--- config.mk ---
export PLATFORM = sky130hd
export DESIGN_NAME = frame_reader_flat
export DESIGN_NICKNAME = d
export VERILOG_FILES = /design/src/rtl/frame_reader_pkg.sv /design/src/rtl/frame_reader_if.sv /design/src/rtl/frame_reader_pixel_skid_fifo.sv /design/src/rtl/frame_reader.sv /design/src/flat_wrapper.sv
export SDC_FILE = /design/constraint.sdc
export NUM_CORES = 1
export LEC_CHECK = 0
export BUFFER_PORTS_ARGS = -buffer_cell sky130_fd_sc_hd__buf_2
export CAP_MARGIN = 30
export CORE_AREA = 5 5 165 119
export DETAILED_ROUTE_END_ITERATION = 16
export DIE_AREA = 0 0 170 124
export GPL_TIMING_DRIVEN = 0
export SLEW_MARGIN = 40
export SYNTH_ARGS = -nofsm -noshare
export SYNTH_HDL_FRONTEND = slang
export SYNTH_SLANG_ARGS = --single-unit
--- constraint.sdc ---
create_clock -name clk -period 9.47 [get_ports clk]
set_clock_uncertainty 0.15 [all_clocks]
set_input_delay 2.841 -clock clk [delete_from_list [all_inputs] [get_ports clk]]
set_output_delay 2.841 -clock clk [all_outputs]
set_load 0.01 [all_outputs]
--- src/rtl/frame_reader_pkg.sv ---
// Shared types and defaults for the frame reader: raster defaults, pixel type and
// the read-side FSM state encoding.
package frame_pkg;
    localparam int DEFAULT_H_RES      = 640;
    localparam int DEFAULT_V_RES      = 480;
    localparam int DEFAULT_DATA_WIDTH = 15;

    typedef logic [DEFAULT_DATA_WIDTH-1:0] pixel_t;

    typedef enum logic [1:0] {
        IDLE  = 2'd0,
        RUN   = 2'd1,
        FLUSH = 2'd2
    } rd_state_e;
endpackage

--- src/rtl/frame_reader_if.sv ---
// Pixel stream interface from the frame reader to the display/output stage:
// valid/ready handshake with start-of-frame and end-of-line tags.
interface frame_reader_if import frame_pkg::*; #(
    parameter int DATA_WIDTH = DEFAULT_DATA_WIDTH
);
    logic [DATA_WIDTH-1:0] m_data;
    logic                  m_valid;
    logic                  m_ready;
    logic                  m_sof;
    logic                  m_eol;

    modport master (output m_data, m_valid, m_sof, m_eol, input m_ready);
    modport slave  (input m_data, m_valid, m_sof, m_eol, output m_ready);
endinterface

--- src/rtl/frame_reader_pixel_skid_fifo.sv ---
// Two-entry FIFO holding {pixel, sof, eol} words between the RAM read port and the
// output handshake; the head is presented straight from the storage registers.
module pixel_skid_fifo import frame_pkg::*; #(
    parameter int WIDTH = DEFAULT_DATA_WIDTH + 2
) (
    input  logic             clk,
    input  logic             rst,
    input  logic             i_push,
    input  logic [WIDTH-1:0] i_din,
    input  logic             i_pop,
    output logic [WIDTH-1:0] o_head,
    output logic [1:0]       o_occ
);
    logic       r_wr_ptr;
    logic       r_rd_ptr;
    logic [1:0] r_occ;
    logic       w_pop;

    assign w_pop = i_pop && (r_occ != 2'd0);

    genvar gi;
    generate
        for (gi = 0; gi < 2; gi++) begin : g_entry
            logic [WIDTH-1:0] r_entry;
            always_ff @(posedge clk) begin
                if (i_push && (r_wr_ptr == 1'(gi)))
                    r_entry <= i_din;
            end
        end
    endgenerate

    always_ff @(posedge clk) begin
        if (rst) begin
            r_wr_ptr <= 1'b0;
            r_rd_ptr <= 1'b0;
            r_occ    <= 2'd0;
        end else begin
            if (i_push)
                r_wr_ptr <= ~r_wr_ptr;
            if (w_pop)
                r_rd_ptr <= ~r_rd_ptr;
            case ({i_push, w_pop})
                2'b10:   r_occ <= r_occ + 2'd1;
                2'b01:   r_occ <= r_occ - 2'd1;
                default: r_occ <= r_occ;
            endcase
        end
    end

    assign o_head = r_rd_ptr ? g_entry[1].r_entry : g_entry[0].r_entry;
    assign o_occ  = r_occ;
endmodule

--- src/rtl/frame_reader.sv ---
// Raster-order frame-buffer reader: sweeps RAM addresses, absorbs the 1-cycle read
// latency and emits a tagged pixel stream. Optional frame counter: FRAME_READER_FRAME_CNT_EN.
module frame_reader import frame_pkg::*; #(
    parameter int ADDRESS_WIDTH = 20,
    parameter int DATA_WIDTH    = DEFAULT_DATA_WIDTH,
    parameter int H_RES         = DEFAULT_H_RES,
    parameter int V_RES         = DEFAULT_V_RES
) (
    input  logic                     clk,
    input  logic                     rst,
    input  logic                     enable,
    output logic [ADDRESS_WIDTH-1:0] rd_addr,
    output logic                     READ_EN,
    input  logic [DATA_WIDTH-1:0]    RGB,
    frame_reader_if.master           m_if,
    output logic                     busy,
    output logic                     frame_done
`ifdef FRAME_READER_FRAME_CNT_EN
    ,
    output logic [15:0]              frame_count
`endif
);
    localparam logic [ADDRESS_WIDTH-1:0] LAST_ADDR = ADDRESS_WIDTH'(H_RES * V_RES - 1);
    localparam logic [ADDRESS_WIDTH-1:0] X_LAST    = ADDRESS_WIDTH'(H_RES - 1);
    localparam int                       LW        = $clog2(V_RES + 1);
    localparam logic [LW-1:0]            LINE_LAST = LW'(V_RES - 1);

    rd_state_e               r_state;
    logic [ADDRESS_WIDTH-1:0] r_addr;
    logic [ADDRESS_WIDTH-1:0] r_x;
    logic                    r_inflight;
    logic                    r_tag_sof;
    logic                    r_tag_eol;
    logic                    r_busy;
    logic                    r_done_seen;
    logic [LW-1:0]           r_out_line;

    logic [1:0]              w_occ;
    logic [DATA_WIDTH+1:0]   w_head;
    logic                    w_valid;
    logic                    w_pop;
    logic [2:0]              w_pending;
    logic                    w_issue;
    logic                    w_frame_done;

    pixel_skid_fifo #(.WIDTH(DATA_WIDTH + 2)) u_fifo (
        .clk    (clk),
        .rst    (rst),
        .i_push (r_inflight),
        .i_din  ({RGB, r_tag_sof, r_tag_eol}),
        .i_pop  (w_pop),
        .o_head (w_head),
        .o_occ  (w_occ)
    );

    // Credit check: buffered + in-flight words after this cycle's pop must leave a free slot.
    assign w_valid      = (w_occ != 2'd0);
    assign w_pop        = w_valid && m_if.m_ready;
    assign w_pending    = {1'b0, w_occ} + {2'b00, r_inflight} - {2'b00, w_pop};
    assign w_issue      = (r_state == RUN) && (w_pending < 3'd2);
    assign w_frame_done = w_pop && w_head[0] && (r_out_line == LINE_LAST);

    always_ff @(posedge clk) begin
        if (rst) begin
            r_state     <= IDLE;
            r_addr      <= '0;
            r_x         <= '0;
            r_inflight  <= 1'b0;
            r_tag_sof   <= 1'b0;
            r_tag_eol   <= 1'b0;
            r_busy      <= 1'b0;
            r_done_seen <= 1'b0;
        end else begin
            r_inflight <= w_issue;
            if (w_issue) begin
                r_tag_sof <= (r_addr == '0);
                r_tag_eol <= (r_x == X_LAST);
            end
            case (r_state)
                IDLE: begin
                    if (enable) begin
                        r_state <= RUN;
                        r_addr  <= '0;
                        r_x     <= '0;
                        r_busy  <= 1'b1;
                    end
                end
                RUN: begin
                    if (w_issue) begin
                        r_x <= (r_x == X_LAST) ? '0 : r_x + 1'b1;
                        if (r_addr == LAST_ADDR) begin
                            r_addr      <= '0;
                            r_done_seen <= 1'b0;
                            if (!enable)
                                r_state <= FLUSH;
                        end else begin
                            r_addr <= r_addr + 1'b1;
                        end
                    end
                end
                FLUSH: begin
                    if (w_frame_done)
                        r_done_seen <= 1'b1;
                    // Leave as the last pixel is accepted so busy drops the following cycle.
                    if (!r_inflight && (w_pending == 3'd0) && (w_frame_done || r_done_seen)) begin
                        r_state     <= IDLE;
                        r_busy      <= 1'b0;
                        r_done_seen <= 1'b0;
                    end
                end
                default: r_state <= IDLE;
            endcase
        end
    end

    // Line count of accepted pixels identifies the final pixel of the frame.
    always_ff @(posedge clk) begin
        if (rst)
            r_out_line <= '0;
        else if (w_pop && w_head[0])
            r_out_line <= (r_out_line == LINE_LAST) ? '0 : r_out_line + 1'b1;
    end

`ifdef FRAME_READER_FRAME_CNT_EN
    logic [15:0] r_frame_count;
    always_ff @(posedge clk) begin
        if (rst)
            r_frame_count <= 16'd0;
        else if (w_frame_done)
            r_frame_count <= r_frame_count + 16'd1;
    end
    assign frame_count = r_frame_count;
`endif

    assign rd_addr        = r_addr;
    assign READ_EN        = w_issue;
    assign busy           = r_busy;
    assign frame_done     = w_frame_done;
    assign m_if.m_valid   = w_valid;
    assign m_if.m_data    = w_head[DATA_WIDTH+1:2];
    assign m_if.m_sof     = w_valid && w_head[1];
    assign m_if.m_eol     = w_valid && w_head[0];
endmodule

--- src/flat_wrapper.sv ---
// flat-port wrapper written by rule: the top's interface ports become plain ports
module frame_reader_flat import frame_pkg::*;
#(
    parameter int ADDRESS_WIDTH = 20,
    parameter int DATA_WIDTH    = DEFAULT_DATA_WIDTH,
    parameter int H_RES         = DEFAULT_H_RES,
    parameter int V_RES         = DEFAULT_V_RES
)
  (clk, rst, enable, rd_addr, READ_EN, RGB, busy, frame_done, m_if_m_data, m_if_m_valid, m_if_m_sof, m_if_m_eol, m_if_m_ready);
  frame_reader_if #(.DATA_WIDTH(DATA_WIDTH)) m_if_i ();
  input  logic clk;
  input  logic rst;
  input  logic enable;
  output logic [ADDRESS_WIDTH-1:0] rd_addr;
  output logic READ_EN;
  input  logic [DATA_WIDTH-1:0] RGB;
  output logic busy;
  output logic frame_done;
  output wire logic [$bits(m_if_i.m_data)-1:0] m_if_m_data;
  output wire logic [$bits(m_if_i.m_valid)-1:0] m_if_m_valid;
  output wire logic [$bits(m_if_i.m_sof)-1:0] m_if_m_sof;
  output wire logic [$bits(m_if_i.m_eol)-1:0] m_if_m_eol;
  input wire logic [$bits(m_if_i.m_ready)-1:0] m_if_m_ready;
  assign m_if_m_data = m_if_i.m_data;
  assign m_if_m_valid = m_if_i.m_valid;
  assign m_if_m_sof = m_if_i.m_sof;
  assign m_if_m_eol = m_if_i.m_eol;
  assign m_if_i.m_ready = m_if_m_ready;
  frame_reader #(.ADDRESS_WIDTH(ADDRESS_WIDTH), .DATA_WIDTH(DATA_WIDTH), .H_RES(H_RES), .V_RES(V_RES)) u_core (.clk(clk), .rst(rst), .enable(enable), .rd_addr(rd_addr), .READ_EN(READ_EN), .RGB(RGB), .m_if(m_if_i), .busy(busy), .frame_done(frame_done));
endmodule
==> impl_metrics.json <==
{
  "drive_above_1_share_pct": 19.6,
  "vias_per_cell": 4.52,
  "die-area_um2": 21100,
  "vias": 3396,
  "cp.arrival_ns": 5.42,
  "drc_errors": 0,
  "p_per_area_nw_per_um2": 215,
  "gp_congestion": 0.764,
  "crit_required_ns": 6.48,
  "cts_buffer_depth": 2,
  "crit_type": "in2out",
  "cp_top_family": "adder cells",
  "relSlewSlack_pct": 57.7,
  "antenna_found_initial": 0,
  "yosys.area.top_type": "dfxtp_1",
  "syn_avg_cell_area_um2": 9.96,
  "synthFlopType": "dfxtp_1",
  "period_minus_slack_ns": 8.41,
  "cts_tree": "built",
  "layout.nets": 540,
  "dp_cells": 735,
  "rsz0062_at_grt": "no",
  "track_usage_pct": 10.1,
  "crit_slowest_cell": "ha_1",
  "wl_per_cell_um": 13.5,
  "ys_types": 49,
  "grt_pass1_vias": 3194,
  "fp-row-count": 41,
  "drv_slew": 0,
  "synthMuxAreaShare_pct": 5.01,
  "post-cts-setup-buffers": 0,
  "finalSetupTns_ns": 0,
  "start_kind": "input pin",
  "first_pass_iters": 4,
  "ctsResizeCount": 0,
  "wl_mm": 10.2,
  "fin_cells": 751,
  "yosysWarnings": 0,
  "cts-buffers-inserted": 9,
  "finalCritPeriodShare_pct": 88.8,
  "grt_max_degree": 18,
  "worstSkewPairLatency_ns": 0.34,
  "critPathMaxStageDelay_ns": 0.37,
  "synth_compound_area_share_pct": 5.58,
  "max_freq_mhz": 119,
  "cp-end-kind": "output port",
  "hold_depth": 0,
  "vdd_drop_max_mv": 0.0989,
  "start_util_pct": 24.6,
  "die_h_um": 124,
  "layout_common_cells": "buf_2, dfxtp_1, nor2_1",
  "area_growth_pct": 20.4,
  "worst_path_most_repeated_cell": "inv_1",
  "synth_edf_count": 34,
  "reg2reg_depth": 14,
  "grt_overflow": 0,
  "synthArstFlopShare_pct": 0,
  "synth.top_cell.area_share_pct": 27.5,
  "holdCritPathClass": "reg2reg",
  "cts_sinks": 94,
  "synth_top_family_by_area": "simple AND/OR/NAND/NOR gates",
  "outcome": "complete, no violations",
  "grt_pass1_wl_mm": 16.8,
  "seq_area_frac_synth_pct": 50.8,
  "synthAdderAreaFrac_pct": 3.32,
  "synthXorXnorAreaFrac_pct": 8.01,
  "detail-route-antenna-nets": 0,
  "yosys.area_share.simple_pct": 23.8,
  "drt_iter0_markers": 223,
  "cts_max_level": 3,
  "synthTopCellsByArea": "dfxtp_1, edfxtp_1, xnor2_1, nor2_1, mux2_2",
  "core_area_um2": 17800,
  "setup_violations": 0,
  "crit_path_max_fanout": 6,
  "ys_ff_latch": 94,
  "diodes": 0,
  "finalHoldViolations": 0,
  "p_leak_nw": 1.79,
  "cts.clk_slew.worst_paths_ns": 0.06,
  "cts_root_buffer": "clkbuf_16",
  "hpwl_mm": 7.46,
  "port_buffers": 59,
  "worstMarginPinSlew_ns": 0.635,
  "holdBufCountCts": 0,
  "maxCapViolCount": 0,
  "ios": 60,
  "syn_area_um2": 4370,
  "synthCells": 439,
  "die_x_um": 170,
  "crit_cells": 13,
  "cp.buffers_inverters": 6,
  "path_cells": "buf_2, o21ai_1, inv_1, ha_1, inv_1, ha_1, inv_1, fa_1, xnor2_1, and2_1, nand2_1, inv_1, buf_2",
  "synth_fp_nets": 469
}
[flip-flops by register name, summed over array words and instances (netlist names), 2 cells and up]
register,flops
u_core.r_out_line,9
u_core.r_state,2
u_core.r_x,20
u_core.rd_addr,20
u_core.u_fifo.g_entry.r_entry,34
u_core.u_fifo.o_occ,2
[per-layer routing]
metal / wire length (µm) / GRT usage (%)
met5: 0 / 0
met4: 71 / 2.99
met3: 566 / 2.57
met2: 4150 / 13.9
met1: 5380 / 15.2
[synthesized netlist by cell type (all sizes together) (5+ instances only)]
master   n
nand3   26
xor2     9
dfxtp   60
nor3    16
xnor2   31
nor4    18
nand2b   5
o21ai    6
clkbuf  15
edfxtp  34
nand4    7
a31oi    8
a21oi    9
or4     10
ha      10
mux2    15
nand2   36
inv     19
and3     5
nor2    55
mux2i    5
[layout make-up]
class	count	area, µm²
Buffer	18	80.1
Timing Repair Buffer	60	307
Inverter	19	71.3
Multi-Input combinational cell	308	2020
Clock buffer	13	250
Clock inverter	3	21.3
Fill cell	1876	12500
Sequential cell	94	2220
Tap cell	236	295
[path summary, 6_finish.rpt]
| check | startpoint | end | slack, ns |
|---|---|---|---|
| max | m_if_m_ready | READ_EN | 1.06 |
| min | u_core.r_tag_eol | u_core.u_fifo.g_entry[1].r_entry[0] | 0.32 |
| min reg2reg | u_core.r_tag_eol | u_core.u_fifo.g_entry[1].r_entry[0] | 0.32 |
| max reg2reg | u_core.u_fifo.o_occ[1] | u_core.r_x[6] | 5.19 |
[through the flow]
step / utilization (%) / area [µm²] / setup WS (ns) / hold WS, ns / power [mW]
finish: 29.6 / 5270 / 1.06 / 0.316 / 1.13
detailed placement: 28.0 / 4990 / 1.07 / 0.297 / 0.813
CTS: 29.5 / 5260 / 1.05 / 0.313 / 1.15
global route: 29.6 / 5270 / 0.873 / 0.331 / 1.21
global placement: 27.9 / 4960 / 1.11 / 0.295 / 0.810
floorplan: - / 4370 / 1.75 / 0.275 / 0.698
[logic make-up (layout without fill, tap and decap cells)]
kind of cell	after synthesis	after routing
compound gates	36	36
xor+xnor	40	40
fa+ha+maj	11	11
buf+inv	37	113
flops	94	94
mux	20	20
simple gates	201	201
[power by group]
part | total [mW] | internal [mW] | switching [mW]
clock network | 0.333 | 0.186 | 0.148
logic | 0.325 | 0.115 | 0.210
registers | 0.475 | 0.455 | 0.0202
Note: power is estimated with default switching activity, not from simulation.
